===== src/rtl/cache_ctrl_nway_pkg.sv =====
// cache_pkg: shared types and width helpers for the N-way cache controller.
//   state_e            controller FSM state
//   off_w/idx_w/tag_w  byte-address field widths derived from the geometry
package cache_pkg;

   typedef enum logic [1:0] {
      IDLE      = 2'd0,
      COMPARE   = 2'd1,
      WRITEBACK = 2'd2,
      REFILL    = 2'd3
   } state_e;

   function automatic int unsigned off_w(input int unsigned words);
      return $clog2(words) + 2;
   endfunction

   function automatic int unsigned idx_w(input int unsigned sets);
      return $clog2(sets);
   endfunction

   function automatic int unsigned tag_w(input int unsigned addr_w,
                                         input int unsigned sets,
                                         input int unsigned words);
      return addr_w - idx_w(sets) - off_w(words);
   endfunction

endpackage


===== src/rtl/cache_ctrl_nway_if.sv =====
// cache_ctrl_nway_if: CPU request, data-array and line-burst memory signals
// of the N-way cache controller.
//   master : controller side (takes CPU requests and mem_ack, drives the rest)
//   slave  : environment side (CPU, data array, memory)
interface cache_ctrl_nway_if #(
   parameter int unsigned WAYS   = 4,
   parameter int unsigned SETS   = 8,
   parameter int unsigned WORDS  = 8,
   parameter int unsigned ADDR_W = 32
);
   localparam int unsigned WAY_W = $clog2(WAYS);
   localparam int unsigned IDX_W = cache_pkg::idx_w(SETS);
   localparam int unsigned WRD_W = $clog2(WORDS);

   logic              cpu_rd;
   logic              cpu_wr;
   logic [ADDR_W-1:0] cpu_addr;
   logic              busy;
   logic              rd_done;
   logic              wr_done;
   logic [WAY_W-1:0]  da_way;
   logic [IDX_W-1:0]  da_set;
   logic [WRD_W-1:0]  da_word;
   logic              da_we;
   logic              da_src_mem;
   logic              mem_req;
   logic              mem_we;
   logic [ADDR_W-1:0] mem_addr;
   logic              mem_ack;

   modport master (
      input  cpu_rd, cpu_wr, cpu_addr, mem_ack,
      output busy, rd_done, wr_done, da_way, da_set, da_word, da_we,
             da_src_mem, mem_req, mem_we, mem_addr
   );

   modport slave (
      output cpu_rd, cpu_wr, cpu_addr, mem_ack,
      input  busy, rd_done, wr_done, da_way, da_set, da_word, da_we,
             da_src_mem, mem_req, mem_we, mem_addr
   );

endinterface


===== src/rtl/cache_lru_ages.sv =====
// cache_lru_ages: per-set LRU age storage for the N-way cache.
//   CLK, reset : clock, synchronous active-high reset (ages = way index)
//   upd_i      : access to way_i in set_i this cycle
//   set_i      : set being accessed / looked up
//   way_i      : accessed way
//   victim_o   : way in set_i whose age is WAYS-1
module cache_lru_ages #(
   parameter int unsigned WAYS = 4,
   parameter int unsigned SETS = 8
) (
   input  logic                    CLK,
   input  logic                    reset,
   input  logic                    upd_i,
   input  logic [$clog2(SETS)-1:0] set_i,
   input  logic [$clog2(WAYS)-1:0] way_i,
   output logic [$clog2(WAYS)-1:0] victim_o
);
   localparam int unsigned WAY_W = $clog2(WAYS);

   logic [WAY_W-1:0] age_q [SETS][WAYS];

   // Accessed way becomes youngest; only ways younger than it age by one,
   // so each set stays a permutation of 0..WAYS-1.
   always_ff @(posedge CLK) begin
      if (reset) begin
         for (int unsigned s = 0; s < SETS; s++)
            for (int unsigned w = 0; w < WAYS; w++)
               age_q[s][w] <= WAY_W'(w);
      end else if (upd_i) begin
         for (int unsigned w = 0; w < WAYS; w++) begin
            if (WAY_W'(w) == way_i)
               age_q[set_i][w] <= '0;
            else if (age_q[set_i][w] < age_q[set_i][way_i])
               age_q[set_i][w] <= age_q[set_i][w] + WAY_W'(1);
         end
      end
   end

   always_comb begin
      victim_o = '0;
      for (int unsigned w = 0; w < WAYS; w++)
         if (age_q[set_i][w] == WAY_W'(WAYS - 1))
            victim_o = WAY_W'(w);
   end

endmodule


===== src/rtl/cache_ctrl_nway.sv =====
// cache_ctrl_nway: N-way set-associative, write-back, write-allocate cache
// controller. Holds tag/valid/dirty/LRU state, drives the external data
// array and a word-beat memory interface.
//   CLK, reset : clock, synchronous active-high reset
//   bus        : cache_ctrl_nway_if.master (CPU request, data array, memory)
//   hit_cnt_o/miss_cnt_o equivalents hit_cnt, miss_cnt : saturating counters,
//                present only when CACHE_STATS_EN is defined
module cache_ctrl_nway
   import cache_pkg::*;
#(
   parameter int unsigned WAYS   = 4,
   parameter int unsigned SETS   = 8,
   parameter int unsigned WORDS  = 8,
   parameter int unsigned ADDR_W = 32
) (
   input  logic              CLK,
   input  logic              reset,
   cache_ctrl_nway_if.master bus
`ifdef CACHE_STATS_EN
   ,
   output logic [31:0]       hit_cnt,
   output logic [31:0]       miss_cnt
`endif
);
   localparam int unsigned OFF_W = off_w(WORDS);
   localparam int unsigned IDX_W = idx_w(SETS);
   localparam int unsigned TAG_W = tag_w(ADDR_W, SETS, WORDS);
   localparam int unsigned WAY_W = $clog2(WAYS);
   localparam int unsigned WRD_W = $clog2(WORDS);
   localparam logic [WRD_W-1:0] LAST_BEAT = WRD_W'(WORDS - 1);

   state_e           state_q, state_d;
   logic [TAG_W-1:0] req_tag_q, req_tag_d;
   logic [IDX_W-1:0] req_set_q, req_set_d;
   logic [WRD_W-1:0] req_word_q, req_word_d;
   logic             req_wr_q, req_wr_d;
   logic [WRD_W-1:0] beat_q, beat_d;
   logic [WAY_W-1:0] victim_q, victim_d;

   logic [TAG_W-1:0]            tag_q [SETS][WAYS];
   logic [SETS-1:0][WAYS-1:0]   valid_q;
   logic [SETS-1:0][WAYS-1:0]   dirty_q;

   logic             hit;
   logic [WAY_W-1:0] hit_way;
   logic             inv_found;
   logic [WAY_W-1:0] inv_way;
   logic [WAY_W-1:0] lru_victim;
   logic [WAY_W-1:0] victim;
   logic             accept, lru_upd, set_dirty, wb_done, fill_done;

   logic              rd_done, wr_done, da_we, da_src_mem, mem_req, mem_we;
   logic [WAY_W-1:0]  da_way;
   logic [IDX_W-1:0]  da_set;
   logic [WRD_W-1:0]  da_word;
   logic [ADDR_W-1:0] mem_addr;

   logic unused_addr_bits;
   assign unused_addr_bits = ^bus.cpu_addr[1:0];

   always_comb begin
      hit       = 1'b0;
      hit_way   = '0;
      inv_found = 1'b0;
      inv_way   = '0;
      for (int unsigned w = 0; w < WAYS; w++) begin
         if (!hit && valid_q[req_set_q][w] && tag_q[req_set_q][w] == req_tag_q) begin
            hit     = 1'b1;
            hit_way = WAY_W'(w);
         end
         if (!inv_found && !valid_q[req_set_q][w]) begin
            inv_found = 1'b1;
            inv_way   = WAY_W'(w);
         end
      end
      victim = inv_found ? inv_way : lru_victim;
   end

   cache_lru_ages #(.WAYS(WAYS), .SETS(SETS)) u_lru (
      .CLK      (CLK),
      .reset    (reset),
      .upd_i    (lru_upd),
      .set_i    (req_set_q),
      .way_i    (hit_way),
      .victim_o (lru_victim)
   );

   always_comb begin
      state_d    = state_q;
      req_tag_d  = req_tag_q;
      req_set_d  = req_set_q;
      req_word_d = req_word_q;
      req_wr_d   = req_wr_q;
      beat_d     = beat_q;
      victim_d   = victim_q;
      accept     = 1'b0;
      lru_upd    = 1'b0;
      set_dirty  = 1'b0;
      wb_done    = 1'b0;
      fill_done  = 1'b0;
      rd_done    = 1'b0;
      wr_done    = 1'b0;
      da_we      = 1'b0;
      da_src_mem = 1'b0;
      mem_req    = 1'b0;
      mem_we     = 1'b0;
      da_way     = '0;
      da_set     = '0;
      da_word    = '0;
      mem_addr   = '0;
      unique case (state_q)
         IDLE: begin
            if (bus.cpu_rd || bus.cpu_wr) begin
               accept     = 1'b1;
               req_tag_d  = bus.cpu_addr[ADDR_W-1 -: TAG_W];
               req_set_d  = bus.cpu_addr[OFF_W +: IDX_W];
               req_word_d = bus.cpu_addr[2 +: WRD_W];
               req_wr_d   = bus.cpu_wr;
               state_d    = COMPARE;
            end
         end
         COMPARE: begin
            da_set = req_set_q;
            if (hit) begin
               da_way    = hit_way;
               da_word   = req_word_q;
               rd_done   = !req_wr_q;
               wr_done   = req_wr_q;
               da_we     = req_wr_q;
               set_dirty = req_wr_q;
               lru_upd   = 1'b1;
               state_d   = IDLE;
            end else begin
               victim_d = victim;
               beat_d   = '0;
               state_d  = dirty_q[req_set_q][victim] ? WRITEBACK : REFILL;
            end
         end
         WRITEBACK: begin
            mem_req  = 1'b1;
            mem_we   = 1'b1;
            mem_addr = {tag_q[req_set_q][victim_q], req_set_q, beat_q, 2'b00};
            da_way   = victim_q;
            da_set   = req_set_q;
            da_word  = beat_q;
            if (bus.mem_ack) begin
               // counter wraps to 0 after the last beat, ready for refill
               beat_d = beat_q + WRD_W'(1);
               if (beat_q == LAST_BEAT) begin
                  wb_done = 1'b1;
                  state_d = REFILL;
               end
            end
         end
         REFILL: begin
            mem_req    = 1'b1;
            mem_addr   = {req_tag_q, req_set_q, beat_q, 2'b00};
            da_way     = victim_q;
            da_set     = req_set_q;
            da_word    = beat_q;
            da_src_mem = 1'b1;
            if (bus.mem_ack) begin
               da_we  = 1'b1;
               beat_d = beat_q + WRD_W'(1);
               if (beat_q == LAST_BEAT) begin
                  fill_done = 1'b1;
                  state_d   = COMPARE;
               end
            end
         end
         default: state_d = IDLE;
      endcase
   end

   always_ff @(posedge CLK) begin
      if (reset) begin
         state_q    <= IDLE;
         req_tag_q  <= '0;
         req_set_q  <= '0;
         req_word_q <= '0;
         req_wr_q   <= 1'b0;
         beat_q     <= '0;
         victim_q   <= '0;
         valid_q    <= '0;
         dirty_q    <= '0;
      end else begin
         state_q    <= state_d;
         req_tag_q  <= req_tag_d;
         req_set_q  <= req_set_d;
         req_word_q <= req_word_d;
         req_wr_q   <= req_wr_d;
         beat_q     <= beat_d;
         victim_q   <= victim_d;
         if (set_dirty) dirty_q[req_set_q][hit_way] <= 1'b1;
         if (wb_done)   dirty_q[req_set_q][victim_q] <= 1'b0;
         if (fill_done) begin
            valid_q[req_set_q][victim_q] <= 1'b1;
            dirty_q[req_set_q][victim_q] <= 1'b0;
         end
      end
   end

   // Tags are qualified by valid bits, so they need no reset.
   always_ff @(posedge CLK) begin
      if (fill_done) tag_q[req_set_q][victim_q] <= req_tag_q;
   end

`ifdef CACHE_STATS_EN
   logic [31:0] hit_cnt_q, miss_cnt_q;
   logic        first_q;

   // first_q distinguishes the CPU-initiated compare from the post-refill one.
   always_ff @(posedge CLK) begin
      if (reset) begin
         hit_cnt_q  <= '0;
         miss_cnt_q <= '0;
         first_q    <= 1'b0;
      end else begin
         if (accept)         first_q <= 1'b1;
         else if (fill_done) first_q <= 1'b0;
         if (state_q == COMPARE && hit && first_q && hit_cnt_q != '1)
            hit_cnt_q <= hit_cnt_q + 32'd1;
         if (state_q == COMPARE && !hit && miss_cnt_q != '1)
            miss_cnt_q <= miss_cnt_q + 32'd1;
      end
   end

   assign hit_cnt  = hit_cnt_q;
   assign miss_cnt = miss_cnt_q;
`endif

   assign bus.busy       = (state_q != IDLE);
   assign bus.rd_done    = rd_done;
   assign bus.wr_done    = wr_done;
   assign bus.da_way     = da_way;
   assign bus.da_set     = da_set;
   assign bus.da_word    = da_word;
   assign bus.da_we      = da_we;
   assign bus.da_src_mem = da_src_mem;
   assign bus.mem_req    = mem_req;
   assign bus.mem_we     = mem_we;
   assign bus.mem_addr   = mem_addr;

endmodule


===== src/flat_wrapper.sv =====
// flat-port wrapper written by rule: the top's interface ports become plain ports
module cache_ctrl_nway_flat import cache_pkg::*;
#(
   parameter int unsigned WAYS   = 4,
   parameter int unsigned SETS   = 8,
   parameter int unsigned WORDS  = 8,
   parameter int unsigned ADDR_W = 32
)
  (CLK, reset, bus_cpu_rd, bus_cpu_wr, bus_cpu_addr, bus_mem_ack, bus_busy, bus_rd_done, bus_wr_done, bus_da_way, bus_da_set, bus_da_word, bus_da_we, bus_da_src_mem, bus_mem_req, bus_mem_we, bus_mem_addr);
  cache_ctrl_nway_if #(.WAYS(WAYS), .SETS(SETS), .WORDS(WORDS), .ADDR_W(ADDR_W)) bus_i ();
  input  logic CLK;
  input  logic reset;
  input wire logic [$bits(bus_i.cpu_rd)-1:0] bus_cpu_rd;
  input wire logic [$bits(bus_i.cpu_wr)-1:0] bus_cpu_wr;
  input wire logic [$bits(bus_i.cpu_addr)-1:0] bus_cpu_addr;
  input wire logic [$bits(bus_i.mem_ack)-1:0] bus_mem_ack;
  output wire logic [$bits(bus_i.busy)-1:0] bus_busy;
  output wire logic [$bits(bus_i.rd_done)-1:0] bus_rd_done;
  output wire logic [$bits(bus_i.wr_done)-1:0] bus_wr_done;
  output wire logic [$bits(bus_i.da_way)-1:0] bus_da_way;
  output wire logic [$bits(bus_i.da_set)-1:0] bus_da_set;
  output wire logic [$bits(bus_i.da_word)-1:0] bus_da_word;
  output wire logic [$bits(bus_i.da_we)-1:0] bus_da_we;
  output wire logic [$bits(bus_i.da_src_mem)-1:0] bus_da_src_mem;
  output wire logic [$bits(bus_i.mem_req)-1:0] bus_mem_req;
  output wire logic [$bits(bus_i.mem_we)-1:0] bus_mem_we;
  output wire logic [$bits(bus_i.mem_addr)-1:0] bus_mem_addr;
  assign bus_i.cpu_rd = bus_cpu_rd;
  assign bus_i.cpu_wr = bus_cpu_wr;
  assign bus_i.cpu_addr = bus_cpu_addr;
  assign bus_i.mem_ack = bus_mem_ack;
  assign bus_busy = bus_i.busy;
  assign bus_rd_done = bus_i.rd_done;
  assign bus_wr_done = bus_i.wr_done;
  assign bus_da_way = bus_i.da_way;
  assign bus_da_set = bus_i.da_set;
  assign bus_da_word = bus_i.da_word;
  assign bus_da_we = bus_i.da_we;
  assign bus_da_src_mem = bus_i.da_src_mem;
  assign bus_mem_req = bus_i.mem_req;
  assign bus_mem_we = bus_i.mem_we;
  assign bus_mem_addr = bus_i.mem_addr;
  cache_ctrl_nway #(.WAYS(WAYS), .SETS(SETS), .WORDS(WORDS), .ADDR_W(ADDR_W)) u_core (.CLK(CLK), .reset(reset), .bus(bus_i));
endmodule

===== config.mk =====
export PLATFORM = sky130hd
export DESIGN_NAME = cache_ctrl_nway_flat
export DESIGN_NICKNAME = d
export VERILOG_FILES = /design/src/rtl/cache_ctrl_nway_pkg.sv /design/src/rtl/cache_ctrl_nway_if.sv /design/src/rtl/cache_lru_ages.sv /design/src/rtl/cache_ctrl_nway.sv /design/src/flat_wrapper.sv
export SDC_FILE = /design/constraint.sdc
export NUM_CORES = 1
export LEC_CHECK = 0
export CORE_ASPECT_RATIO = 2
export CORE_MARGIN = 2
export CORE_UTILIZATION = 67
export CTS_CLUSTER_DIAMETER = 30
export DETAILED_ROUTE_END_ITERATION = 8
export PLACE_DENSITY = 0.85
export SYNTH_ARGS = -nofsm -noshare
export SYNTH_HDL_FRONTEND = slang
export SYNTH_SLANG_ARGS = --single-unit

===== constraint.sdc =====
create_clock -name CLK -period 14.5 [get_ports CLK]
set_input_delay 2.9 -clock CLK [delete_from_list [all_inputs] [get_ports CLK]]
set_output_delay 2.9 -clock CLK [all_outputs]
set_load 0.005 [all_outputs]

==> impl_results.md <==
* Yosys top cell area share at 0.6229
* Final wirelength at between 100,000 and 150,000 microns
* Fin crit period at 10.15 ns
* Post-synth EDFFs at 832
* Pre-CTS setup slack at roughly 5.1 ns
* FMAX at ~100 MHz
* Largest net degree at the start of global routing at 118
* Setup-failing EPs final at 0
* TNS Setup at 0 ns
* Fin nets at between 2,000 and 3,000
* Reg2reg end: u_core.u_lru.age_q[0][5]$_SDFFCE_PN0P_
* H-tree depth at 3
* Area Overhead vs Synth at 12.78%
* Synth Cell Area at about 0.040 sq mm
* Post-route ant nets at 0
* Global Route Usage Sum at 0.3929
* Die area at 0.06196 sq mm
* Die width at roughly 180 microns
* Setup CP Type: flop to primary output
* Synth cell types at 83
* Worst Tran Pin Value at roughly 1.3 ns
* Clock tree skew after final layout at between 0.02 and 0.03 ns
* Final hold viol count at 0
* Initial Utilization at 0.6785
* Peak VDD IR at 139.4 uV
* CTS tree: yes
* Post-CTS Setup Repair Bufs at 0
* Crit share post-route at 0.7001
* CP Launch Type: flop
* Sink Count at roughly 940
* Synth cell count leaders: 832 x edfxtp_1, 201 x mux2i_1, 169 x nor2_1
* Core Area at approximately 0.059 sq mm
* Most numerous cell in the Yosys netlist: edfxtp_1
* Hold path cells at 2
* Via density at 7.131
* Top_reg_cell synth: edfxtp_1
* Filler cell count at approximately 3,400
* Hold buffers post-CTS at 0
* Leak Pwr at 14.53 nW
* CP endpoint kind: primary output
* CP required at between 10 and 15 ns
* Grt total ovfl at 0
* Die Y at between 300 and 400 microns
* Num rows at around 130
* Asr flop ratio synth at 0
* Crit path DAT at slightly above 7 ns
* Status: finished, final reports clean
* Highest net fanout along the worst path at ~40
* Port bufs at 79
* Syn_area_per_cell at 15.21 sq um
* Max Cap Violations at 0
* FF-to-FF setup slack at between 5 and 6 ns
* Post-cts repair resize count at 0
* Share of cells above drive strength 1 at 0.1882
* Hold path start: u_core.valid_q[21]$_SDFFE_PP0P_
* DR DRC count at 0
* Routed len/inst at roughly 33 microns
* Pwr dens at around 160 mW/mm^2
* Antenna violations before repair at 3
* Gpl congestion at 0.9734
* FF+latch count, synth at 937
* Clock slew at reported path FFs at 0.06 ns
* HP Class: flop to flop
* Unrepaired setup endpoints after global routing: no
* Synth top area cells: edfxtp_1 62%, mux4_2 6.0%, dfxtp_1 5.2%
* CTS Buffer Depth at 3
* Top-Level Pins at 84
* Sequential fraction of the synthesis area at 0.6753
* Vias in the first global route at between 20,000 and 30,000
* Min-Delay Endpoint: u_core.valid_q[21]$_SDFFE_PP0P_
* First-pass GRT wire length at 170,900 microns
* R2R cell count at 17
* Via count at 25,610
* Num CTS Buffers at around 100
* Top cell type by total area after synthesis: edfxtp_1
* Post-Syn Instances at 2,637
* Yosys warns at 0
* Slew HR at 0.1286
* Slew Limit Fails at 0
* CTS root buffer: clkbuf_16
* Pre-antenna DRT Iters at 6
* DRC marker count from the first detailed-route iteration at between 3,000 and 4,000
* Post-DP HPWL at roughly 74,000 microns
* Final worst setup slack at between 4 and 5 ns
* Clk Latency, worst-skew pair at roughly 0.65 ns
-- kinds of logic after synthesis --
family                   Yosys count  share of synthesized area
flip-flops                       937                     0.6753
AND/OR/NAND/NOR                  611                    0.07598
AO/OA/AOI/OAI                    425                    0.07411
multiplexers                     390                     0.1330
buffers and inverters            205                    0.02542
XOR/XNOR                          54                    0.01179
adder cells (fa/ha/maj)           14                   0.004367
other                              1                 0.00009349
-- layer usage --
layer  wire length, microns  vias to the layer above  track usage
met1                  37200                    12670       0.4431
met5                      0                        -            0
met3                  11310                      563      0.07683
met2                  59040                     1841       0.6438
met4                  11900                        0       0.3262
li1                       -                    10540            -
-- worst max-delay path, stage by stage (launching register included) --
cell,delay [ns]
dfxtp_4,0.96
buf_4,0.75
buf_4,0.65
mux4_2,0.57
mux2i_1,0.36
xnor2_1,0.13
or3_1,0.37
or4_1,0.58
nor4_4,0.71
or4b_1,0.53
nand2_1,0.12
a22oi_1,0.20
nor2_1,0.06
clkdlybuf4s50_1,0.45
-- sequential cells by signal, indices dropped and copies added (netlist names), named ones only --
signal	cells
u_core.tag_q	768
u_core.req_wr_q	1
u_core.req_tag_q	24
u_core.state_q	2
u_core.beat_q	3
u_core.valid_q	32
u_core.victim_q	2
u_core.req_set_q	3
u_core.u_lru.age_q	64
u_core.req_word_q	3
u_core.dirty_q	32
-- per-stage QoR --
| step | utilization | hold WS (ns) | std cells | total power [mW] | instance area [sq um] |
|---|---|---|---|---|---|
| floorplan | - | 0.4323 | 2638 | 4.226 | 40120 |
| global placement | 0.7075 | 0.4437 | 3399 | 4.775 | 41830 |
| global route | 0.7651 | 0.4751 | 3590 | 7.600 | 45230 |
| finish | 0.7652 | 0.4685 | 3592 | 7.435 | 45240 |
| CTS | 0.7651 | 0.4685 | 3590 | 7.384 | 45230 |
| detailed placement | 0.7075 | 0.4555 | 3399 | 4.821 | 41830 |
-- cell usage in the layout, fill, tap and decap left out, types with 45 or more instances in the layout --
master,Yosys,routed
clkbuf_16,0,103
a22o_1,45,45
mux2_2,82,82
buf_4,27,100
nand2_1,143,143
edfxtp_1,832,832
mux4_2,106,106
a22oi_1,50,50
mux2i_1,201,201
nor3_1,81,79
a21oi_1,90,90
clkdlybuf4s50_1,0,78
dfxtp_1,105,101
nor2_1,169,136
-- area by class of cell --
type / instances / area [sq um] / share of cell area
antenna: 2 / 5.005 / 0.0001106
multi-input combinational: 1496 / 12130 / 0.2681
timing repair buffer: 180 / 1572 / 0.03474
clock inverter: 71 / 744.5 / 0.01646
tap: 768 / 960.9 / 0.02124
clock buffer: 120 / 2661 / 0.05883
inverter: 18 / 67.56 / 0.001493
sequential: 937 / 27100 / 0.5990
-- how the worst max path moves through the flow --
stage	startpoint	to	slack, ns	depth (start not counted)
finish	flop	bus_da_way[0]	4.35	13
global route	flop	bus_da_way[0]	3.98	13
CTS	flop	bus_da_way[0]	4.35	13
detailed placement	flop	bus_da_way[0]	5.08	13
global placement	flop	bus_da_way[0]	5.15	13
floorplan	flop	bus_da_way[1]	8.04	13
-- power breakdown --
part | switching, mW | internal (mW)
Sequential | 0.0902 | 3.08
Clock | 1.12 | 1.48
Combinational | 1.11 | 0.561
Total | 2.32 | 5.12
Note: power is estimated with default switching activity, not from simulation.
